### config.mk
export PLATFORM = sky130hd
export DESIGN_NAME = vr_fifo_param
export DESIGN_NICKNAME = d
export VERILOG_FILES = /design/src/rtl/vr_fifo_pkg.sv /design/src/rtl/vr_fifo_mem.sv /design/src/rtl/vr_fifo_param.sv
export SDC_FILE = /design/constraint.sdc
export NUM_CORES = 1
export LEC_CHECK = 0
export CORE_MARGIN = 5
export CORE_UTILIZATION = 49
export CTS_CLUSTER_DIAMETER = 100
export DETAILED_ROUTE_END_ITERATION = 16
export GPL_TIMING_DRIVEN = 0
export PLACE_DENSITY = 0.76
export SLEW_MARGIN = 25
export SYNTH_ARGS = -nofsm -noshare
export SYNTH_HDL_FRONTEND = slang
export SYNTH_SLANG_ARGS = --single-unit
### constraint.sdc
create_clock -name clk -period 1.9 [get_ports clk]
set_input_delay 0.285 -clock clk [delete_from_list [all_inputs] [get_ports clk]]
set_output_delay 0.285 -clock clk [all_outputs]
set_load 0.05 [all_outputs]
### src/rtl/vr_fifo_pkg.sv
// Shared types and helpers for the parameterised valid-ready FIFO.
// Optional peak-occupancy output is enabled with VR_FIFO_PARAM_WATERMARK_EN.
package vr_fifo_pkg;

    localparam int unsigned HS_W = 2;

    // Handshake status for one cycle
    typedef struct packed {
        logic in_shake;
        logic out_shake;
    } hs_t;

    // Wrapping increment for pointers over a non-power-of-two range
    function automatic int unsigned ptr_inc(input int unsigned ptr, input int unsigned depth);
        return (ptr == depth - 1) ? 0 : ptr + 1;
    endfunction

endpackage

### src/rtl/vr_fifo_mem.sv
// Storage array: single write port, asynchronous read port.
// Kept separate so an SRAM macro can replace it later.
module vr_fifo_mem #(
    parameter int unsigned DEPTH  = 4,
    parameter int unsigned DATA_W = 32,
    parameter int unsigned ADDR_W = 2
) (
    input  logic              clk,
    input  logic              we,
    input  logic [ADDR_W-1:0] wr_addr,
    input  logic [DATA_W-1:0] wr_data,
    input  logic [ADDR_W-1:0] rd_addr,
    output logic [DATA_W-1:0] rd_data
);

    logic [DATA_W-1:0] mem [DEPTH];

    // Contents are intentionally not reset
    always_ff @(posedge clk) begin
        if (we) begin
            mem[wr_addr] <= wr_data;
        end
    end

    assign rd_data = mem[rd_addr];

endmodule

### src/rtl/vr_fifo_param.sv
// Valid-ready synchronous FIFO for any DEPTH >= 2 with flush, level and almost flags.
// Define VR_FIFO_PARAM_WATERMARK_EN to add the peak_level output.
module vr_fifo_param
    import vr_fifo_pkg::*;
#(
    parameter  int unsigned DEPTH    = 4,
    parameter  int unsigned DATA_W   = 32,
    parameter  int unsigned AF_LEVEL = DEPTH - 1,
    parameter  int unsigned AE_LEVEL = 1,
    localparam int unsigned PTR_W    = $clog2(DEPTH),
    localparam int unsigned CNT_W    = $clog2(DEPTH + 1)
) (
    input  logic              clk,
    input  logic              nrst,
    input  logic              en,
    input  logic              flush,
    input  logic [DATA_W-1:0] in_data,
    input  logic              in_valid,
    output logic              in_ready,
    output logic [DATA_W-1:0] out_data,
    output logic              out_valid,
    input  logic              out_ready,
`ifdef VR_FIFO_PARAM_WATERMARK_EN
    output logic [CNT_W-1:0]  peak_level,
`endif
    output logic [CNT_W-1:0]  level,
    output logic              almost_full,
    output logic              almost_empty
);

    logic [PTR_W-1:0] wr_ptr;
    logic [PTR_W-1:0] rd_ptr;
    logic             rdy_q;
    logic             vld_q;
    logic             mem_we;
    hs_t              hs;
    logic [CNT_W-1:0] level_next;

    // Handshake outputs are masked by en but otherwise come straight from flops
    assign in_ready  = en & rdy_q;
    assign out_valid = en & vld_q;

    always_comb begin
        hs           = '0;
        hs.in_shake  = in_valid & in_ready;
        hs.out_shake = out_valid & out_ready;
        // in_shake only when level < DEPTH and out_shake only when level > 0
        level_next   = level + CNT_W'(hs.in_shake) - CNT_W'(hs.out_shake);
        mem_we       = en & ~flush & hs.in_shake;
    end

    always_ff @(posedge clk or negedge nrst) begin
        if (!nrst) begin
            wr_ptr       <= '0;
            rd_ptr       <= '0;
            level        <= '0;
            rdy_q        <= 1'b0;
            vld_q        <= 1'b0;
            almost_full  <= 1'b0;
            almost_empty <= 1'b1;
        end else if (en) begin
            if (flush) begin
                wr_ptr       <= '0;
                rd_ptr       <= '0;
                level        <= '0;
                rdy_q        <= 1'b1;
                vld_q        <= 1'b0;
                almost_full  <= 1'b0;
                almost_empty <= 1'b1;
            end else begin
                if (hs.in_shake) begin
                    wr_ptr <= PTR_W'(ptr_inc(32'(wr_ptr), DEPTH));
                end
                if (hs.out_shake) begin
                    rd_ptr <= PTR_W'(ptr_inc(32'(rd_ptr), DEPTH));
                end
                level        <= level_next;
                rdy_q        <= (level_next < CNT_W'(DEPTH));
                vld_q        <= (level_next != '0);
                almost_full  <= (level_next >= CNT_W'(AF_LEVEL));
                almost_empty <= (level_next <= CNT_W'(AE_LEVEL));
            end
        end
    end

`ifdef VR_FIFO_PARAM_WATERMARK_EN
    // Highest occupancy seen since reset or the last flush
    always_ff @(posedge clk or negedge nrst) begin
        if (!nrst) begin
            peak_level <= '0;
        end else if (en) begin
            if (flush) begin
                peak_level <= '0;
            end else if (level_next > peak_level) begin
                peak_level <= level_next;
            end
        end
    end
`endif

    vr_fifo_mem #(
        .DEPTH  (DEPTH),
        .DATA_W (DATA_W),
        .ADDR_W (PTR_W)
    ) u_mem (
        .clk     (clk),
        .we      (mem_we),
        .wr_addr (wr_ptr),
        .wr_data (in_data),
        .rd_addr (rd_ptr),
        .rd_data (out_data)
    );

endmodule

Yosys cells after proc, flatten, opt, wreduce, memory -nomap -nowiden
Memories as Yosys holds them, arrays and structs flattened.
Cells that the tools add are included.
Cells by class
  $add $sub $neg: 4
  $lt $le $gt $ge: 3
  eq/ne operators: 2
  mux-type cells: 13
  bitwise gates (word level): 7
  reduce and logical (&&, ||, !) cells: 5
Operators with widths (number)
  2-bit 2-to-1 mux: 6
  1-bit bitwise AND: 6
  1-bit 2-to-1 mux: 6
  2-bit by 1-bit adder with 2-bit output (second input constant): 2
  2-bit == test (second input constant): 2
  2-bit AND reduction: 2
  2-bit nonzero test: 2
  3-bit by 1-bit adder with 3-bit output: 1
  3-bit by 2-bit greater-or-equal comparator with 1-bit output (second input constant): 1
  3-bit by 1-bit less-or-equal comparator with 1-bit output (second input constant): 1
  3-bit less-than comparator (second input constant): 1
  3-bit 2-to-1 mux: 1
  3-bit nonzero test: 1
  3-bit by 1-bit subtractor with 3-bit output: 1
  1-bit inverter: 1
Word-level totals
  bits in registers: 11
  bits in writable memories: 128
  input bits: 38
  output and inout bits: 39
  word-level logic and storage cells: 42
  memories kept: 1
Memory list
  u_mem.mem: depth 4, bits a word 32, read ports 1, clocked after memory_dff 0, wr ports 1, RTL line vr_fifo_mem.sv:16  | logic [DATA_W-1:0] mem [DEPTH];

Depth between registers and ports, before layout
Gate-level depths: netlist (run 1).
  depth in word-level cells: 6
  gate-level depth with buffers: 9

Cells and area by module
Synthesis (run 1) repeated with hierarchy kept, for this count alone.
Second synthesis, totals
  cell total of the unflattened synthesis: 231
  area, all modules: 5308.8 um^2
By module, submodules not included
  vr_fifo_mem: times used 1, cells each 171, area an instance 4689.5 um^2, seq. area each 3843.7 um^2
  vr_fifo_param: times used 1, cells each 60, area an instance 619.3 um^2, seq. area each 276.5 um^2

Least setup slack after synthesis (run 1)
OpenSTA, ideal clock, no wires.
  path type: register to register
  start point: register vld_q
  end point: register vld_q
  arrival: 2009 ps
  slack: -235 ps
  stages on the path, launching flop included: 10
  buffers on the path: 0
  period minus slack after synthesis: 2135 ps
  cells stage by stage: dfrtp_1 > and3_1 > ha_1 > inv_1 > ha_1 > inv_1 > fa_1 > xnor3_2 > nand2_1 > o32a_1
On the way
  longest elaborated chain between the ends: 5
Ends and longest elaborated chain
  from (decl): RTL line vr_fifo_param.sv:34  | logic vld_q;
  from (signal assigned): RTL line vr_fifo_param.sv:79  | vld_q <= (level_next != '0);
  1-bit bitwise AND: RTL line vr_fifo_param.sv:41  | assign out_valid = en & vld_q;
  1-bit bitwise AND: RTL line vr_fifo_param.sv:46  | hs.out_shake = out_valid & out_ready;
  3-bit by 1-bit subtractor with 3-bit output: RTL line vr_fifo_param.sv:48  | level_next = level + CNT_W'(hs.in_shake) - CNT_W'(hs.out_shake);
  3-bit nonzero test: RTL line vr_fifo_param.sv:79
  1-bit 2-to-1 mux: RTL line vr_fifo_param.sv:62  | if (flush) begin
Every way passes these cells.
A chain may end at the register's enable or synchronous reset.

Final worst setup path (run 1)
  start point: register rd_ptr[0]
  end point: output out_data[21]
On the way
  longest elaborated chain between the ends: 1
Ends and longest elaborated chain
  from (decl): RTL line vr_fifo_param.sv:32  | logic [PTR_W-1:0] rd_ptr;
  from (signal assigned): RTL line vr_fifo_param.sv:75  | rd_ptr <= PTR_W'(ptr_inc(32'(rd_ptr), DEPTH));
  memory 4 x 32 bit
  to (decl): RTL line vr_fifo_param.sv:20  | output logic [DATA_W-1:0] out_data,
Every way passes these cells.

==> results of run 1 <==
==> logic make-up (layout without fill, tap and decap cells) <==
family / Yosys count / in the layout
AOI/OAI and AO/OA: 16 / 16
DFF: 139 / 139
buffers and inverters: 17 / 135
adders and majority gates: 7 / 7
muxes: 34 / 34
and+or+nand+nor: 23 / 23
xor gates and xnor gates: 2 / 2
==> report_power, final <==
| group | total (mW) | switching, mW | internal (mW) |
|---|---|---|---|
| logic | 3.53 | 2.05 | 1.48 |
| registers | 3.62 | 0.0860 | 3.53 |
| clock network | 3.26 | 1.15 | 2.11 |
==> layout make-up <==
| type | count | area, µm² |
|---|---|---|
| tap | 140 | 175.2 |
| clock buffer | 18 | 417.9 |
| multi-input combinational | 82 | 1172 |
| timing repair buffer | 87 | 933.4 |
| fill | 710 | 3657 |
| inverter | 7 | 26.28 |
| clock inverter | 13 | 176.4 |
| sequential | 139 | 4120 |
| buffer | 10 | 113.9 |
==> cell usage after synthesis (2+ instances only) <==
master,number
dfrtp_1,10
nor2_1,6
mux4_2,28
nand2_1,4
nor2b_1,3
mux4_1,4
ha_1,6
nand3_1,2
mux2i_1,2
and2_1,6
inv_1,6
o2bb2ai_1,4
buf_12,2
buf_2,5
o22ai_1,2
edfxtp_1,128
a21oi_1,5
==> path summary, 6_finish.rpt <==
path / cells past startpoint / endpoint / slack (ns)
worst min-delay path: 1 / level[0] / 0.12
max in group asynchronous: 1 / almost_empty / 1.43
min in group clk: 2 / rd_ptr[1] / 0.24
worst max register to register: 9 / vld_q / -0.21
worst max-delay path: 4 / out_data[21] / -0.26
worst min register to register: 2 / almost_empty / 0.52
==> through the flow <==
stage	setup slack, ns	std cells	TNS (ns)	util, %	total power [mW]
final	-0.2648	496	-7.672	66.11	10.41
after CTS	-0.3094	493	-8.961	65.53	10.41
after detailed placement	-0.7601	457	-52.85	59.48	6.938
after global routing	-0.3364	496	-10.29	66.11	10.83
after global placement	-1.166	453	-160.17	58.56	6.879
after floorplan	-0.08480	238	-0.7245	-	6.018
==> flip-flops by register name, indices dropped and copies added (netlist names) <==
| signal | flops |
|---|---|
| wr_ptr | 2 |
| almost_empty | 1 |
| u_mem.mem | 128 |
| vld_q | 1 |
| rdy_q | 1 |
| rd_ptr | 2 |
| level | 3 |
| almost_full | 1 |
==> what timing repair did <==
item / CTS / global route
pin swaps: 3 / 1
resized for setup: 248 / 13
hold buffers: 0 / 0
endpoints found under the setup margin: 44 / 58
buffers inserted: 5 / 3
==> critical path, cell delays in order (launching register included) <==
cell	delay, ns
dfrtp_1	0.34
buf_6	0.15
buf_12	0.16
mux4_2	0.54
buf_6	0.18
==> routing by layer <==
metal	part of all wire (%)	vias to the layer above
li1	-	1197
met1	42	1353
met2	53	79
met3	4.9	11
met4	1.0	0
met5	0	-
==> results.cfg, run 1 <==
[synth]
synth-simple-area-share_pct = 2.242
synth_top_family_by_area = multiplexers
ys_async_sr_fraction_pct = 7.914
synth_area_leaders = edfxtp_1 72%, mux4_2 12%, dfrtp_1 4.7%, mux4_1 2.0%, ha_1 1.4%
synthAdderAreaFrac_pct = 1.775
synthXorXnorAreaFrac_pct = 0.6073
synth_edf_count = 128
yosysUniqueCellTypes = 32
synth_cells = 238
synth_nets = 283
syn-mean-instance-area_um2 = 22.51
synth_seq_cells = 139
synth_mux_area_share_pct = 14.11
synth_area_leader_cell = edfxtp_1
synth_compound_area_share_pct = 2.079
syn_area_um2 = 5356
ys_seq_area_share_pct = 76.92
synth_flop_cell = edfxtp_1
yosys_warnings = 0
yosysTopAreaCellShare_pct = 71.76

[timing]
worstMarginPinSlew_ns = 0.5119
drv_slew = 0
fin_crit_sh_pct = 113.9
finalHoldViolations = 0
finClkSkew_ns = 0.004714
fmax_mhz = 461.9
relSlewSlack_pct = 65.76
grt_setup_unrepaired = yes
timing.final.ws_setup_ns = -0.2648
fin_crit_ns = 2.165
whs_ns = 0.1156
setup_viol = 36

[layout]
areaGrowthSynthToFinish_pct = 33.22
n_antenna_cell = 0
stdcell_area_um2 = 7136
nNetsFinal = 389
mostFrequentLayoutCells = 128 x edfxtp_1, 35 x buf_6, 35 x clkdlybuf4s50_1, 32 x mux4_2, 16 x clkbuf_16
final_common_cell = edfxtp_1
drive_gt1_share_pct = 37.92

[setup_path]
reg2reg_from = vld_q
crit_fanout = 10
cp-startpoint = rd_ptr[0]
required_ns = 1.62
cp-start-kind = flop
end_kind = primary output
critPathArrivalTime_ns = 1.88
crit_type = flop to primary output

[die]
die_area_um2 = 13120
rows = 38
io_pins = 77
start_util_pct = 49.63
die_w_um = 114.6
coreArea_um2 = 10790
die_h_um = 114.6

[power_and_ir_drop]
p_per_area_nw_per_um2 = 1458
ir_worst_vdd_uv = 850.8
power_leakage_nw = 2.469

[global_route]
grt_busiest_layer = met2
grt_pass1_wl_um = 15640
overflow = 0
use_met2_pct = 26.35
met1_usage_pct = 20.95
grtUsageMet3_pct = 4.757
grt_pass1_vias = 2878
grt_antenna_before_repair = 0
grt_max_degree = 24
grt.total_usage_pct = 16.15

[run_status]
violations = negative setup slack
outcome = complete, but fails checks

[route]
ant_nets = 0
drtIter0Drc = 128
totalWireLength_um = 9788
viasPerCell = 5.323
drc_errors = 0
vias = 2640
avgRoutedWirePerCell_um = 19.73
drtPass1Iterations = 4

[cts]
cts_max_level = 4
clock_path_buffers = 2
clk_pin_slew_ns = 0.06
cts_tree = yes
insertion_delay_ns = 0.51
clock-sinks = 139
numCtsBuffers = 17
cts-root-buf = clkbuf_8

[place]
dp_hpwl_um = 5914
io_buffers = 75
place_area_um2 = 6420
routabilityCongestion = 0.8015

[worst_hold_path]
worst_hold_path_type = input pin to asynchronous set/reset pin

[run]
max_cap_viol_count = 0
Power figures use the tool's default switching activity.
==> inputs of run 2 (changes only) <==
--- a/config.mk
+++ b/config.mk
@@ -5,6 +5,7 @@
 export SDC_FILE = /design/constraint.sdc
 export NUM_CORES = 1
 export LEC_CHECK = 0
+export ABC_AREA = 1
 export CORE_MARGIN = 5
 export CORE_UTILIZATION = 49
 export CTS_CLUSTER_DIAMETER = 100
==> constraint.sdc (replaced) <==
create_clock -name clk -period 1.9 [get_ports clk]
set_input_delay 0.285 -clock clk [delete_from_list [all_inputs] [get_ports clk]]
set_output_delay 0.285 -clock clk [all_outputs]
set_load 0.01 [all_outputs]
==> run 2 against run 1 <==
Effect of this change: the run still ends with negative setup slack left; worst hold slack got worse by 0.078 ns; utilization grew 2.8 points; flip-flop and latch count unchanged; combinational power shrank 20%; first-iteration DRC count up 120%; synthesized cell count is 69% higher; die area grew 1.1%; global-route usage increased by 4.1 points; via count rose by 42%.
==> results.cfg, run 2 <==
[synth]
synth_edf_count = 128
synth_seq_cells = 139
syn_area_um2 = 5421
synth_flop_cell = edfxtp_1
synthMostInstantiatedCell = edfxtp_1
synth_area_leader_cell = edfxtp_1
yosys_warnings = 0
ys_async_sr_fraction_pct = 7.914
ys_seq_area_share_pct = 76.00
synth_cells = 403
synth_nets = 448
ys_top_cells_by_count = 128 x edfxtp_1, 70 x nor2_1, 59 x o21ai_0
yosysUniqueCellTypes = 19
syn-mean-instance-area_um2 = 13.45
yosysTopAreaCellShare_pct = 70.90
synth_area_leaders = edfxtp_1 71%, o21ai_0 5.4%, nor2_1 4.8%, dfrtp_1 4.6%, o22ai_1 3.7%

[layout]
final_core_util_pct = 68.93
mostFrequentLayoutCells = 128 x edfxtp_1, 54 x nor2_1, 43 x o21ai_0, 41 x clkdlybuf4s50_1, 32 x buf_2
areaGrowthSynthToFinish_pct = 37.83
largest_register_ff_count = 128
nNetsFinal = 569
stdcell_area_um2 = 7472
final_common_cell = edfxtp_1
n_antenna_cell = 0
drive_gt1_share_pct = 29.35
nFillCells = 734
reg_top3 = u_mem.mem x128, level x3
largest-register = u_mem.mem

[power_and_ir_drop]
power_leakage_nw = 2.729
ir_worst_vdd_uv = 795.4
power_mw = 9.494
p_per_area_nw_per_um2 = 1271

[setup_path]
critPathArrivalTime_ns = 1.80
required_ns = 1.62
crit_fanout = 5
crit_chain = buf_6 -> inv_6 -> buf_12 -> buf_8 -> buf_6 -> o21ai_2 -> o22ai_2 -> buf_2
cp-start-kind = flop
end_kind = primary output
cp_slowest_cell = dfrtp_1
critPathBufInv = 6
cp_common_cell = buf_6
crit_family = buffers and inverters
crit_path_max_incr_delay_ns = 0.36
crit_type = flop to primary output

[route]
ant_nets = 0
viasPerCell = 5.539
avgRoutedWirePerCell_um = 19.68
drc_errors = 0
totalWireLength_um = 13290
drtIter0Drc = 282
vias = 3739
drtPass1Iterations = 5

[run_status]
violations = negative setup slack
outcome = complete, but fails checks

[cts]
insertion_delay_ns = 0.52
cts_max_level = 4
numCtsBuffers = 17
clock_path_buffers = 2
cts_tree = yes
cts-root-buf = clkbuf_8
clock-sinks = 139
clk_pin_slew_ns = 0.06

[timing]
fin_crit_sh_pct = 109.6
fin_crit_ns = 2.082
grt_setup_unrepaired = yes
whs_ns = 0.03731
fmax_mhz = 480.2
timing.final.ws_setup_ns = -0.1825
finClkSkew_ns = 0.005343
fin_tns_setup_ns = -4.309
drv_slew = 0
worstMarginPinSlew_ns = 0.5402
finalHoldViolations = 0
setup_viol = 36
relSlewSlack_pct = 63.87

[die]
die_h_um = 115.2
die_w_um = 115.2
coreArea_um2 = 10840
io_pins = 77
rows = 38
die_area_um2 = 13270
start_util_pct = 50.01

[run]
max_cap_viol_count = 0

[global_route]
grt_antenna_before_repair = 0
grt_pass1_wl_um = 19730
grt_max_degree = 20
overflow = 0
grt_pass1_vias = 3751
grt.total_usage_pct = 20.21

[worst_hold_path]
worst_hold_path_type = input pin to flop

[place]
routabilityCongestion = 0.7317
io_buffers = 75
place_area_um2 = 6533
dp_hpwl_um = 7618
run 2: changes by cell type in the layout (fill, tap and decap cells not counted), sizes merged, moves of 10 or more:
cell	change
buf	+12
clkbuf	+11
nor2	+64
nand3	+10
inv	+19
mux4	-32
o21ai	+68
o22ai	+30
nand2	+24
run 2: final timing paths:
kind	start	end	slack (ns)	cells after the start
max	rd_ptr[0]	out_data[2]	-0.18	8
min	en	level[1]	0.04	3
max reg2reg	rdy_q	almost_full	-0.10	13
min reg2reg	almost_empty	almost_empty	0.47	2
max in group asynchronous	nrst	level[1]	1.40	1
min in group asynchronous	nrst	rdy_q	0.12	1
run 2: tightest hold or removal path, delay by kind of cell:
family,cells,cell delay (ns)
AOI/OAI and AO/OA,1,0.08
buffers and inverters,1,0.10
and+or+nand+nor,1,0.06
run 2: area by class of cell:
type	count	area (µm²)	share of cell area, %
flip-flops and latches	139	4121	55.16
plain buffers	21	221.5	2.964
inverters	22	92.59	1.239
well taps	140	175.2	2.344
clock buffers	18	417.9	5.593
clock inverters	12	143.9	1.926
multi-input cells	221	1275	17.06
repair buffers	102	1025	13.71
run 2: cell families (layout without fill, tap and decap cells):
logic type | Yosys count | after routing | synth area share [%]
DFF | 139 | 139 | 76.00
AOI/OAI and AO/OA | 103 | 103 | 10.25
buffers and inverters | 43 | 175 | 3.992
and+or+nand+nor | 111 | 111 | 8.008
adders and majority gates | 7 | 7 | 1.754
run 2: metal layers:
layer / up-vias / track usage, % / routed length, µm
li1: 1713 / - / -
met1: 1834 / 25.17 / 5358
met2: 170 / 33.22 / 6727
met3: 22 / 6.263 / 971
met4: 0 / 7.903 / 228
met5: - / 0 / 0
run 2: timing repair:
| item | CTS | global route |
|---|---|---|
| buffers inserted | 13 | 5 |
| hold endpoints to repair | 3 | 0 |
| hold buffers | 1 | 0 |
| resized for setup | 183 | 42 |
| cloned | 1 | 4 |
| endpoints found under the setup margin | 108 | 41 |
| pin swaps | 26 | 23 |
run 2: power breakdown:
part / switching [mW] / internal [mW]
clock: 1.25 / 1.87
combinational: 1.54 / 1.30
sequential: 0.0793 / 3.46
total: 2.86 / 6.63
run 2: through the flow:
stage               std cells  setup slack [ns]
global route              675           -0.2755
finish                    675           -0.1825
CTS                       667           -0.2181
floorplan                 403           -0.1055
global placement          618            -1.255
detailed placement        622           -0.6411
